## config.mk

```make
export PLATFORM = sky130hd
export DESIGN_NAME = muldiv_issue
export DESIGN_NICKNAME = d
export VERILOG_FILES = /design/src/rtl/muldiv_issue.sv
export SDC_FILE = /design/constraint.sdc
export NUM_CORES = 1
export LEC_CHECK = 0
export ABC_CLOCK_PERIOD_IN_PS = 8300
export BUFFER_PORTS_ARGS = -buffer_cell sky130_fd_sc_hd__buf_4
export CORE_AREA = 2 2 181 183
export DETAILED_ROUTE_END_ITERATION = 16
export DIE_AREA = 0 0 183 185
export HOLD_SLACK_MARGIN = 0.08
export PLACE_DENSITY = 0.55
export SETUP_SLACK_MARGIN = 0.1
export SLEW_MARGIN = 20
export SYNTH_ARGS = -nofsm -noshare
export SYNTH_HDL_FRONTEND = slang
export SYNTH_SLANG_ARGS = --single-unit
```

## constraint.sdc

```tcl
create_clock -name clk_i -period 8.3 [get_ports clk_i]
set_input_delay 1.66 -clock clk_i [delete_from_list [all_inputs] [get_ports clk_i]]
set_output_delay 1.66 -clock clk_i [all_outputs]
set_load 0.01 [all_outputs]
```

## src/rtl/muldiv_issue.sv

```systemverilog
// muldiv_issue: issue/writeback sequencer for RV32M multiply and divide operations.
// It accepts one instruction at a time from decode and classifies it. A multiply is
// handed to a fixed-latency multiplier. A divide is handed to a variable-latency
// divider that has a timeout. The result is then presented to the register file.
//
// Ports:
//   clk_i, rst_i                     clock, asynchronous active-high reset
//   in_valid_i / in_ready_o          decode handshake
//   in_opcode_i, in_pc_i,            instruction fields, latched on acceptance
//   in_rd_idx_i, in_ra_operand_i,
//   in_rb_operand_i
//   flush_i                          cancel the in-flight operation
//   mul_valid_o, mul_opcode_o,       multiplier issue (the valid is a one-cycle pulse)
//   mul_ra_operand_o,
//   mul_rb_operand_o
//   mul_result_i                     multiplier result
//   div_valid_o, div_opcode_o,       divider issue (the valid is a one-cycle pulse)
//   div_ra_operand_o,
//   div_rb_operand_o
//   div_result_valid_i,              divider completion
//   div_result_i
//   wb_valid_o / wb_ready_i,         register-file writeback
//   wb_rd_idx_o, wb_value_o,
//   wb_pc_o
//   busy_o                           high whenever the sequencer is not idle
//   error_o                          one-cycle pulse on an illegal opcode or a divider timeout
module muldiv_issue #(
   parameter int unsigned MUL_LATENCY = 2,
   parameter int unsigned DIV_TIMEOUT = 40
) (
   input  logic        clk_i,
   input  logic        rst_i,
   input  logic        in_valid_i,
   output logic        in_ready_o,
   input  logic [31:0] in_opcode_i,
   input  logic [31:0] in_pc_i,
   input  logic [4:0]  in_rd_idx_i,
   input  logic [31:0] in_ra_operand_i,
   input  logic [31:0] in_rb_operand_i,
   input  logic        flush_i,
   output logic        mul_valid_o,
   output logic [31:0] mul_opcode_o,
   output logic [31:0] mul_ra_operand_o,
   output logic [31:0] mul_rb_operand_o,
   input  logic [31:0] mul_result_i,
   output logic        div_valid_o,
   output logic [31:0] div_opcode_o,
   output logic [31:0] div_ra_operand_o,
   output logic [31:0] div_rb_operand_o,
   input  logic        div_result_valid_i,
   input  logic [31:0] div_result_i,
   output logic        wb_valid_o,
   input  logic        wb_ready_i,
   output logic [4:0]  wb_rd_idx_o,
   output logic [31:0] wb_value_o,
   output logic [31:0] wb_pc_o,
   output logic        busy_o,
   output logic        error_o
);

   localparam int unsigned CNT_MAX  = (MUL_LATENCY > DIV_TIMEOUT) ? MUL_LATENCY : DIV_TIMEOUT;
   localparam int unsigned CNT_W    = $clog2(CNT_MAX + 2);
   localparam int unsigned DIV_LAST = (DIV_TIMEOUT > 0) ? DIV_TIMEOUT - 1 : 0;

   typedef enum logic [2:0] {IDLE, MUL_WAIT, DIV_WAIT, DIV_DRAIN, WB} state_t;

   state_t             state_q, state_d;
   logic [CNT_W-1:0]   cnt_q, cnt_d;
   logic               mul_valid_q, mul_valid_d;
   logic               div_valid_q, div_valid_d;
   logic               error_q, error_d;
   logic [31:0]        result_q, result_d;
   logic [31:0]        opcode_q, pc_q, ra_q, rb_q;
   logic [4:0]         rd_q;
   logic               accept;
   logic               is_mop;
   logic               div_done;

   assign in_ready_o = (state_q == IDLE) && !flush_i && !rst_i;
   assign accept     = in_valid_i && in_ready_o;
   assign is_mop     = (in_opcode_i[6:0] == 7'b0110011) && (in_opcode_i[31:25] == 7'b0000001);
   assign div_done   = (cnt_q >= CNT_W'(DIV_LAST));

   always_comb begin
      state_d     = state_q;
      cnt_d       = cnt_q;
      mul_valid_d = 1'b0;
      div_valid_d = 1'b0;
      error_d     = 1'b0;
      result_d    = result_q;
      case (state_q)
         IDLE: begin
            if (accept) begin
               if (!is_mop) begin
                  error_d = 1'b1;
               end else if (in_opcode_i[14]) begin
                  div_valid_d = 1'b1;
                  cnt_d       = '0;
                  state_d     = DIV_WAIT;
               end else begin
                  mul_valid_d = 1'b1;
                  cnt_d       = CNT_W'(MUL_LATENCY);
                  state_d     = MUL_WAIT;
               end
            end
         end
         MUL_WAIT: begin
            if (flush_i) begin
               cnt_d   = '0;
               state_d = IDLE;
            end else if (!mul_valid_q) begin
               // The issue cycle itself does not count down, which places the first
               // wb_valid_o cycle MUL_LATENCY+2 edges after acceptance.
               if (cnt_q == '0) begin
                  result_d = mul_result_i;
                  state_d  = (rd_q == 5'd0) ? IDLE : WB;
               end else begin
                  cnt_d = cnt_q - 1'b1;
               end
            end
         end
         DIV_WAIT: begin
            if (div_result_valid_i) begin
               cnt_d = '0;
               if (flush_i || rd_q == 5'd0) begin
                  state_d = IDLE;
               end else begin
                  result_d = div_result_i;
                  state_d  = WB;
               end
            end else if (flush_i) begin
               cnt_d   = cnt_q + 1'b1;
               state_d = DIV_DRAIN;
            end else if (div_done) begin
               cnt_d   = '0;
               error_d = 1'b1;
               state_d = IDLE;
            end else begin
               cnt_d = cnt_q + 1'b1;
            end
         end
         DIV_DRAIN: begin
            // The divider is still busy with the cancelled op; wait it out silently.
            if (div_result_valid_i || div_done) begin
               cnt_d   = '0;
               state_d = IDLE;
            end else begin
               cnt_d = cnt_q + 1'b1;
            end
         end
         WB: begin
            if (wb_ready_i || flush_i) begin
               state_d = IDLE;
            end
         end
         default: begin
            cnt_d   = '0;
            state_d = IDLE;
         end
      endcase
   end

   always_ff @(posedge clk_i or posedge rst_i) begin
      if (rst_i) begin
         state_q     <= IDLE;
         cnt_q       <= '0;
         mul_valid_q <= 1'b0;
         div_valid_q <= 1'b0;
         error_q     <= 1'b0;
         result_q    <= '0;
         opcode_q    <= '0;
         pc_q        <= '0;
         ra_q        <= '0;
         rb_q        <= '0;
         rd_q        <= '0;
      end else begin
         state_q     <= state_d;
         cnt_q       <= cnt_d;
         mul_valid_q <= mul_valid_d;
         div_valid_q <= div_valid_d;
         error_q     <= error_d;
         result_q    <= result_d;
         if (accept) begin
            opcode_q <= in_opcode_i;
            pc_q     <= in_pc_i;
            ra_q     <= in_ra_operand_i;
            rb_q     <= in_rb_operand_i;
            rd_q     <= in_rd_idx_i;
         end
      end
   end

   assign mul_valid_o      = mul_valid_q;
   assign mul_opcode_o     = opcode_q;
   assign mul_ra_operand_o = ra_q;
   assign mul_rb_operand_o = rb_q;
   assign div_valid_o      = div_valid_q;
   assign div_opcode_o     = opcode_q;
   assign div_ra_operand_o = ra_q;
   assign div_rb_operand_o = rb_q;
   assign wb_valid_o       = (state_q == WB);
   assign wb_rd_idx_o      = rd_q;
   assign wb_value_o       = result_q;
   assign wb_pc_o          = pc_q;
   assign busy_o           = (state_q != IDLE);
   assign error_o          = error_q;

endmodule

```

==> results of run 1 <==
-- cells by family after synthesis --
family / count (synthesis) / synth area share, %
AOI/OAI and AO/OA: 71 / 5.42
buffers and inverters: 151 / 12.0
and+or+nand+nor: 484 / 24.0
DFF: 177 / 54.1
adders and majority gates: 2 / 0.305
muxes: 34 / 4.23
-- worst reg2reg max path, delay by kind of cell, from the launching register on --
family,cells,cell delay [ns]
and+or+nand+nor,4,1.41
buffers and inverters,1,0.62
DFF,1,0.57
-- stage by stage --
stage | total power, mW | worst slack, ns | instances | cell area [um2] | hold WS, ns
2_1_floorplan | 2.81 | 1.84 | 919 | 8190 | 0.511
3_3_place_gp | 3.80 | 4.42 | 1660 | 11400 | 0.459
3_5_place_dp | 3.82 | 4.45 | 1660 | 11400 | 0.464
4_1_cts | 4.65 | 4.44 | 1692 | 11900 | 0.483
5_1_grt | 4.90 | 4.37 | 1692 | 11900 | 0.506
6_report | 4.58 | 4.45 | 1694 | 11900 | 0.477
-- worst paths after layout --
path / to / cells after the start / from
worst min register to register: wb_pc_o[12]$_DFFE_PP0N_ / 2 / wb_pc_o[12]$_DFFE_PP0N_
worst min-delay path: wb_pc_o[12]$_DFFE_PP0N_ / 2 / wb_pc_o[12]$_DFFE_PP0N_
max in group asynchronous: div_opcode_o[7]$_DFFE_PP0N_ / 3 / rst_i
min in group asynchronous: div_opcode_o[24]$_DFFE_PP0N_ / 2 / rst_i
worst max register to register: div_ra_operand_o[3]$_DFFE_PP0N_ / 5 / state_q[0]$_DFFE_PP0P_
worst max-delay path: in_ready_o / 3 / flush_i
-- synth_stat cells, drive strengths merged, types with 3 or more instances --
cell / number
nor2: 9
nor3: 6
nor3b: 3
inv: 9
buf: 119
a21oi: 10
nand2: 440
nor4: 4
dfrtp: 177
o31ai: 4
o21ai: 40
nand2b: 4
clkbuf: 23
mux2i: 32
-- final cells by class --
type / count / area (um2)
multi-input combinational: 591 / 2820
fill: 3304 / 20100
inverter: 9 / 41.3
clock buffer: 19 / 443
antenna: 2 / 5.00
sequential: 177 / 4430
clock inverter: 13 / 128
timing repair buffer: 475 / 3570
tap: 408 / 510
-- flip-flops by register name, summed over array words and instances, names as in the netlist --
register and count:
div_valid_o 1, div_rb_operand_o 32, state_q 3, wb_value_o 32, cnt_q 6, wb_rd_idx_o 5
wb_pc_o 32, div_ra_operand_o 32, error_o 1, mul_valid_o 1, div_opcode_o 32
-- routing by layer --
layer / global-route usage, % / vias up / wire length (um)
li1: - / 3527 / -
met1: 19.2 / 3424 / 11200
met2: 28.4 / 302 / 14600
met3: 4.99 / 9 / 2300
met4: 3.36 / 0 / 198
met5: 0 / - / 0
-- power breakdown --
part	switching, mW	total [mW]	internal, mW
logic	1.09	2.16	1.08
clock network	0.381	0.809	0.428
registers	0.349	1.61	1.26
total	1.82	4.58	2.76
==> impl_metrics.tcl, run 1 <==
set metrics [dict create \
    status "completed" \
    cts_sinks 177 \
    cp-start-kind "primary input" \
    clock-skew-final_ns 0.0151 \
    antenna_found_initial 1 \
    cts-root-buf "clkbuf_16" \
    ys_async_sr_fraction_pct 100 \
    path_cells "buf_4 > nor3_1 > buf_4" \
    die_w_um 183 \
    core_um2 32000 \
    initial_utilization_pct 25.6 \
    dieHeight_um 185 \
    placementRows 66 \
    cts_buffer_depth 2 \
    synth_edf_count 0 \
    period_needed_ns 3.85 \
    syn_avg_cell_area_um2 8.91 \
    synth_flop_cell "dfrtp_1" \
    slowest_stage "nor3_1" \
    cellLeakagePower_nw 6.40 \
    synth-seq-cells 177 \
    drcViolationCount 0 \
    cts_buffers 17 \
    relSlewSlack_pct 37.2 \
    max_stage_delay_ns 0.21 \
    post_cts_resized 0 \
    num_vias 7262 \
    netlist_area_um2 8190 \
    grt-ovfl-total 0 \
    nNetsFinal 1476 \
    report.final.hold_viol_count 0 \
    clock_latency_ns 0.43 \
    finalSetupTns_ns 0 \
    worst_pin_slew_ns 0.929 \
    synthToLayoutAreaGrowth_pct 45.8 \
    crit_fanout 13 \
    drv_cap 0 \
    clkTransAtPathRegs_ns 0.07 \
    period_share_pct 46.4 \
    hpwl_mm 21.4 \
    ys_types 54 \
    track_usage_pct 16.1 \
    synth_top_area_share_pct 54.1 \
    critPathKind "primary input to output pin" \
    hold_class "flop to flop" \
    cts_tree "yes" \
    gp_congestion 0.785 \
    grt_max_degree 116 \
    grt_first_pass_wirelength_mm 41.5 \
    power_density_nw_per_um2 383 \
    slew_viol_final 0 \
    wirelength_mm 28.3 \
    endpoint_kind "output pin" \
    worstPathArrival_ns 2.19 \
    setup_viol_count_final 0 \
    cp_common_cell "buf_4" \
    fin_util_pct 37.3 \
    fmax_mhz 260 \
    post_drt_via_cell_ratio 4.29 \
    postCtsHoldBufs 0 \
    synthCells 919 \
    mostFrequentLayoutCells "buf_4 (475), nand2_1 (440), dfrtp_1 (177), mux2i_1 (32), o21ai_1 (28)" \
    synth_top_area_cell "dfrtp_1" \
    layout-drive-gt1-share_pct 40.5 \
    crit_family "buffers and inverters" \
    synth_nets 1124 \
    crit_required_ns 6.64 \
    rsz0062_at_grt "false" \
    cp_num_buf_inv 2 \
    grt_pass1_vias 7041 \
    io_pins 470 \
    ant_nets 0 \
    first_pass_iters 4 \
    ys_warn_count 0 \
    ys_seq_area_share_pct 54.1 \
    synth_area_leaders "dfrtp_1 (54%), nand2_1 (20%), buf_4 (9.0%)" \
    wl_per_cell_um 16.7 \
    dieArea_um2 33900 \
    r2r_slack_ns 5.58 \
    cts_setup_buffers 0 \
    port_buffers 469 \
    htreeDepth 4 \
    final_common_cell "buf_4" \
    ir_drop_v 0.000155 \
    first_iter_violations 245 \
]
No activity file was read; power rests on OpenSTA's default activity.
==> inputs of run 2 (changes only) <==
--- a/config.mk
+++ b/config.mk
@@ -5,13 +5,13 @@
 export SDC_FILE = /design/constraint.sdc
 export NUM_CORES = 1
 export LEC_CHECK = 0
-export ABC_CLOCK_PERIOD_IN_PS = 8300
+export ABC_CLOCK_PERIOD_IN_PS = 3150
 export BUFFER_PORTS_ARGS = -buffer_cell sky130_fd_sc_hd__buf_4
 export CORE_AREA = 2 2 181 183
 export DETAILED_ROUTE_END_ITERATION = 16
 export DIE_AREA = 0 0 183 185
 export HOLD_SLACK_MARGIN = 0.08
-export PLACE_DENSITY = 0.55
+export PLACE_DENSITY = 0.57
 export SETUP_SLACK_MARGIN = 0.1
 export SLEW_MARGIN = 20
 export SYNTH_ARGS = -nofsm -noshare
==> constraint.sdc (replaced) <==
create_clock -name clk_i -period 3.15 [get_ports clk_i]
set_input_delay 0.63 -clock clk_i [delete_from_list [all_inputs] [get_ports clk_i]]
set_output_delay 0.63 -clock clk_i [all_outputs]
set_load 0.01 [all_outputs]
==> run 2 against run 1 <==
Cell area up 0.28%; non-clock buffer count up 3; first-iteration DRC count up 6.9%; sequential power rose to 2.6 times the previous value; global-route usage down 0.11 points.
==> impl_metrics.tcl, run 2 (synthesis gave the netlist of run 1 again) <==
set metrics [dict create \
    critPathKind "flop to output pin" \
    report.final.hold_viol_count 0 \
    clock-skew-final_ns 0.0113 \
    setup_viol_count_final 0 \
    ir_drop_v 0.000451 \
    cts_buffers 17 \
    fin_util_pct 37.4 \
    worstSetupEndpoint "in_ready_o" \
    ant_nets 0 \
    cp-start-kind "flop" \
    worstPathArrival_ns 1.89 \
    initial_utilization_pct 25.6 \
    num_vias 7231 \
    postCtsHoldBufs 0 \
    clkTransAtPathRegs_ns 0.07 \
    n_antenna_cell 0 \
    cts_tree "yes" \
    port_buffers 469 \
    period_needed_ns 2.52 \
    r2r_slack_ns 0.70 \
    crit_required_ns 2.52 \
    status "completed" \
    cp-startpoint "state_q[0]$_DFFE_PP0P_" \
    relSlewSlack_pct 44.0 \
    finalSetupTns_ns 0 \
    layout-drive-gt1-share_pct 40.6 \
    cts_sinks 177 \
    design_area_um2 12000 \
    fill_cells 3327 \
    synthToLayoutAreaGrowth_pct 46.2 \
    grt_max_degree 114 \
    die_w_um 183 \
    first_pass_iters 4 \
    regToRegStartpoint "cnt_q[0]$_DFFE_PP0P_" \
    track_usage_pct 16.0 \
    drcViolationCount 0 \
    placementRows 66 \
    hpwl_mm 21.0 \
    cts_setup_buffers 0 \
    gp_congestion 0.801 \
    grt_first_pass_wirelength_mm 41.2 \
    clock_latency_ns 0.43 \
    power_density_nw_per_um2 1000 \
    cts-root-buf "clkbuf_16" \
    cellLeakagePower_nw 6.41 \
    total_power_mw 12.0 \
    drv_cap 0 \
    slew_viol_final 0 \
    fmax_mhz 397 \
    period_share_pct 80.1 \
    grt-ovfl-total 0 \
    dpl-instance-area_um2 11400 \
    post_drt_via_cell_ratio 4.27 \
    core_um2 32000 \
    nNetsFinal 1479 \
    cts_buffer_depth 2 \
    dieHeight_um 185 \
    mostFrequentLayoutCells "buf_4 (475), nand2_1 (440), dfrtp_1 (177), mux2i_1 (32), o21ai_1 (28)" \
    rsz0062_at_grt "false" \
    crit_fanout 16 \
    first_iter_violations 262 \
    final_common_cell "buf_4" \
    wirelength_mm 27.7 \
    htreeDepth 4 \
    endpoint_kind "output pin" \
    r2r-end "cnt_q[0]$_DFFE_PP0P_" \
    grt_pass1_vias 7115 \
    wl_per_cell_um 16.4 \
    r2r_cells 7 \
    dieArea_um2 33900 \
    io_pins 470 \
    worst_pin_slew_ns 0.841 \
    hold_class "primary input to async pin" \
    antenna_found_initial 1 \
    post_cts_resized 0 \
]
-- run 2: worst min-delay path by stage --
stage,start,slack (ns),to,depth (start not counted)
2_1_floorplan,wb_pc_o[31]$_DFFE_PP0N_,0.51,wb_pc_o[31]$_DFFE_PP0N_,2
3_3_place_gp,wb_pc_o[29]$_DFFE_PP0N_,0.46,wb_pc_o[29]$_DFFE_PP0N_,2
4_1_cts,in_pc_i[20],0.36,wb_pc_o[20]$_DFFE_PP0N_,3
3_5_place_dp,wb_pc_o[26]$_DFFE_PP0N_,0.47,wb_pc_o[26]$_DFFE_PP0N_,2
6_report,rst_i,0.37,div_opcode_o[9]$_DFFE_PP0N_,3
5_1_grt,in_pc_i[16],0.35,wb_pc_o[16]$_DFFE_PP0N_,3
-- run 2: metal layers --
layer  GRT usage (%)  share of wire [%]
met5               0              0.047
met4            3.87                1.4
met3            5.68                8.6
met2            28.1                 51
met1            18.5                 39
-- run 2: per-stage QoR --
stage          cells  setup WS, ns  hold WS (ns)
2_1_floorplan    919         0.253         0.511
3_3_place_gp    1663         0.462         0.463
3_5_place_dp    1663         0.475         0.466
4_1_cts         1694         0.580         0.356
5_1_grt         1694         0.458         0.351
6_report        1694         0.628         0.374
-- run 2: layout make-up --
class	count	area, um2	share of cell area, %
clock buffer	20	457	3.81
clock inverter	11	96.3	0.804
inverter	9	37.5	0.313
multi-input combinational	591	2820	23.5
sequential	177	4430	37.0
tap	408	510	4.26
timing repair buffer	478	3630	30.3
-- run 2: worst max-delay path, stage by stage (launching register included) --
cell	delay, ns
dfrtp_1	0.56
nor3_2	0.41
inv_1	0.18
nor3_1	0.17
buf_4	0.15
-- run 2: power breakdown --
group          internal [mW]  switching, mW
clock network           1.07          0.992
logic                   2.86           2.83
registers               3.31          0.928
==> inputs of run 3 (changes only) <==
--- a/config.mk
+++ b/config.mk
@@ -5,13 +5,13 @@
 export SDC_FILE = /design/constraint.sdc
 export NUM_CORES = 1
 export LEC_CHECK = 0
-export ABC_CLOCK_PERIOD_IN_PS = 3150
+export ABC_CLOCK_PERIOD_IN_PS = 2500
 export BUFFER_PORTS_ARGS = -buffer_cell sky130_fd_sc_hd__buf_4
 export CORE_AREA = 2 2 181 183
 export DETAILED_ROUTE_END_ITERATION = 16
 export DIE_AREA = 0 0 183 185
 export HOLD_SLACK_MARGIN = 0.08
-export PLACE_DENSITY = 0.57
+export PLACE_DENSITY = 0.55
 export SETUP_SLACK_MARGIN = 0.1
 export SLEW_MARGIN = 20
 export SYNTH_ARGS = -nofsm -noshare
==> constraint.sdc (replaced) <==
create_clock -name clk_i -period 2.5 [get_ports clk_i]
set_input_delay 0.5 -clock clk_i [delete_from_list [all_inputs] [get_ports clk_i]]
set_output_delay 0.5 -clock clk_i [all_outputs]
set_load 0.01 [all_outputs]
==> run 3 against run 2 <==
Cell area rose by 2.0%; sequential cell count did not move; core utilization rose by 0.73 points; setup slack got worse by 0.39 ns; combinational power rose by 29%; clock power rose by 33%; total power rose by 28%; critical path depth rose by 1; critical path type unchanged; routed wire length fell by 5.4%; largest power group unchanged.
==> impl_metrics.tcl, run 3 (synthesis gave the netlist of run 1 again) <==
set metrics [dict create \
    grt_max_degree 91 \
    period_needed_ns 2.26 \
    drcViolationCount 0 \
    ant_nets 0 \
    status "completed" \
    dieArea_um2 33900 \
    num_vias 7214 \
    grt_first_pass_wirelength_mm 38.6 \
    r2r-end "state_q[0]$_DFFE_PP0P_" \
    htreeDepth 4 \
    cts_sinks 177 \
    layout-drive-gt1-share_pct 41.4 \
    setup_viol_count_final 0 \
    cts-root-buf "clkbuf_16" \
    hold_class "primary input to async pin" \
    r2r_slack_ns 0.27 \
    fill_cells 3285 \
    fin_hold_ws_ns 0.232 \
    wirelength_mm 26.2 \
    clock_latency_ns 0.43 \
    register_area_um2 4430 \
    cellLeakagePower_nw 6.54 \
    synthToLayoutAreaGrowth_pct 49.1 \
    relSlewSlack_pct 64.1 \
    endpoint_kind "output pin" \
    worstPathArrival_ns 1.76 \
    initial_utilization_pct 25.6 \
    clock-skew-final_ns 0.0129 \
    first_pass_iters 6 \
    crit_fanout 10 \
    report.final.hold_viol_count 0 \
    antenna_found_initial 0 \
    cp-start-kind "flop" \
    regToRegStartpoint "cnt_q[0]$_DFFE_PP0P_" \
    fmax_mhz 442 \
    fin_ws_ns 0.239 \
    io_pins 470 \
    rsz0062_at_grt "false" \
    power_density_nw_per_um2 1260 \
    mostFrequentLayoutCells "buf_4 (482), nand2_1 (440), dfrtp_1 (176), mux2i_1 (32), o21ai_1 (28)" \
    drv_cap 0 \
    track_usage_pct 14.7 \
    port_buffers 469 \
    n_antenna_cell 0 \
    placementRows 66 \
    postCtsHoldBufs 0 \
    period_share_pct 90.4 \
    grt-ovfl-total 0 \
    r2r_cells 7 \
    dieHeight_um 185 \
    wl_per_cell_um 15.4 \
    first_iter_violations 162 \
    die_w_um 183 \
    ir_drop_v 0.000546 \
    preCtsSetupSlack_ns -0.139 \
    final_common_cell "buf_4" \
    post_drt_via_cell_ratio 4.22 \
    critPathKind "flop to output pin" \
    multiInputGateArea_um2 2830 \
    slew_viol_final 0 \
    crit_required_ns 2.00 \
    cts_tree "yes" \
    gp_congestion 0.801 \
    nNetsFinal 1493 \
    grt_pass1_vias 6758 \
    cts_buffers 17 \
    cts_buffer_depth 2 \
    hpwl_mm 20.0 \
    worst_pin_slew_ns 0.539 \
    clkTransAtPathRegs_ns 0.07 \
    core_um2 32000 \
]
-- run 3: cell count changes in the layout (fill, tap and decap cells not counted), moves of 2 or more --
cell,delta
buf_12,+7
bufinv_16,+2
clkbuf_8,-2
clkinv_2,+2
buf_4,+7
-- run 3: final cells by class --
| type | instances | area share, % |
|---|---|---|
| Clock inverter | 13 | 1.25 |
| Tap cell | 408 | 4.18 |
| Inverter | 9 | 0.307 |
| Sequential cell | 177 | 36.3 |
| Multi-Input combinational cell | 591 | 23.2 |
| Clock buffer | 18 | 3.51 |
| Timing Repair Buffer | 492 | 31.3 |
-- run 3: critical path: stages (launching register included) --
cell and delay, ns:
dfrtp_2 0.46, buf_4 0.19, nor3_4 0.25, inv_2 0.11, nor3_1 0.16, buf_4 0.16
-- run 3: timing repair --
| item | CTS | global route |
|---|---|---|
| setup buffers | 0 | 3 |
| setup endpoints to repair | 2 | 6 |
| pin swaps | 1 | 1 |
| gates resized for setup | 2 | 3 |
| gates cloned | 0 | 0 |
-- run 3: power by group --
group / switching [mW] / total (mW) / internal (mW)
sequential: 1.18 / 5.36 / 4.18
clock: 1.23 / 2.73 / 1.50
combinational: 3.54 / 7.31 / 3.77
total: 5.95 / 15.4 / 9.45
-- run 3: metrics by stage --
stage / cell area, um2 / setup TNS (ns) / util [%] / instances / power (mW)
2_1_floorplan: 8200 / -47.19 / - / 919 / 9.34
3_3_place_gp: 11600 / -0.287 / 36.2 / 1674 / 12.6
3_5_place_dp: 11600 / -0.553 / 36.2 / 1674 / 12.7
4_1_cts: 12200 / 0 / 38.0 / 1705 / 15.6
5_1_grt: 12200 / 0 / 38.1 / 1708 / 16.5
6_report: 12200 / 0 / 38.1 / 1708 / 15.4
-- run 3: per-layer routing --
layer | global-route usage, % | up-vias | share of wire (%)
li1 | - | 3555 | -
met1 | 17.3 | 3352 | 40
met2 | 26.2 | 297 | 51
met3 | 4.36 | 10 | 8.1
met4 | 4.00 | 0 | 0.92
met5 | 0 | - | 0
-- run 3: how the worst max path moves through the flow --
stage | slack, ns | depth (start not counted) | to | from
after floorplan | -0.27 | 1 | cnt_q[0]$_DFFE_PP0P_ | rst_i
after global placement | -0.11 | 7 | cnt_q[0]$_DFFE_PP0P_ | in_opcode_i[28]
after detailed placement | -0.14 | 7 | cnt_q[0]$_DFFE_PP0P_ | in_opcode_i[28]
after CTS | 0.14 | 5 | in_ready_o | state_q[0]$_DFFE_PP0P_
after global routing | 0.10 | 5 | in_ready_o | state_q[0]$_DFFE_PP0P_
final | 0.24 | 5 | in_ready_o | state_q[0]$_DFFE_PP0P_
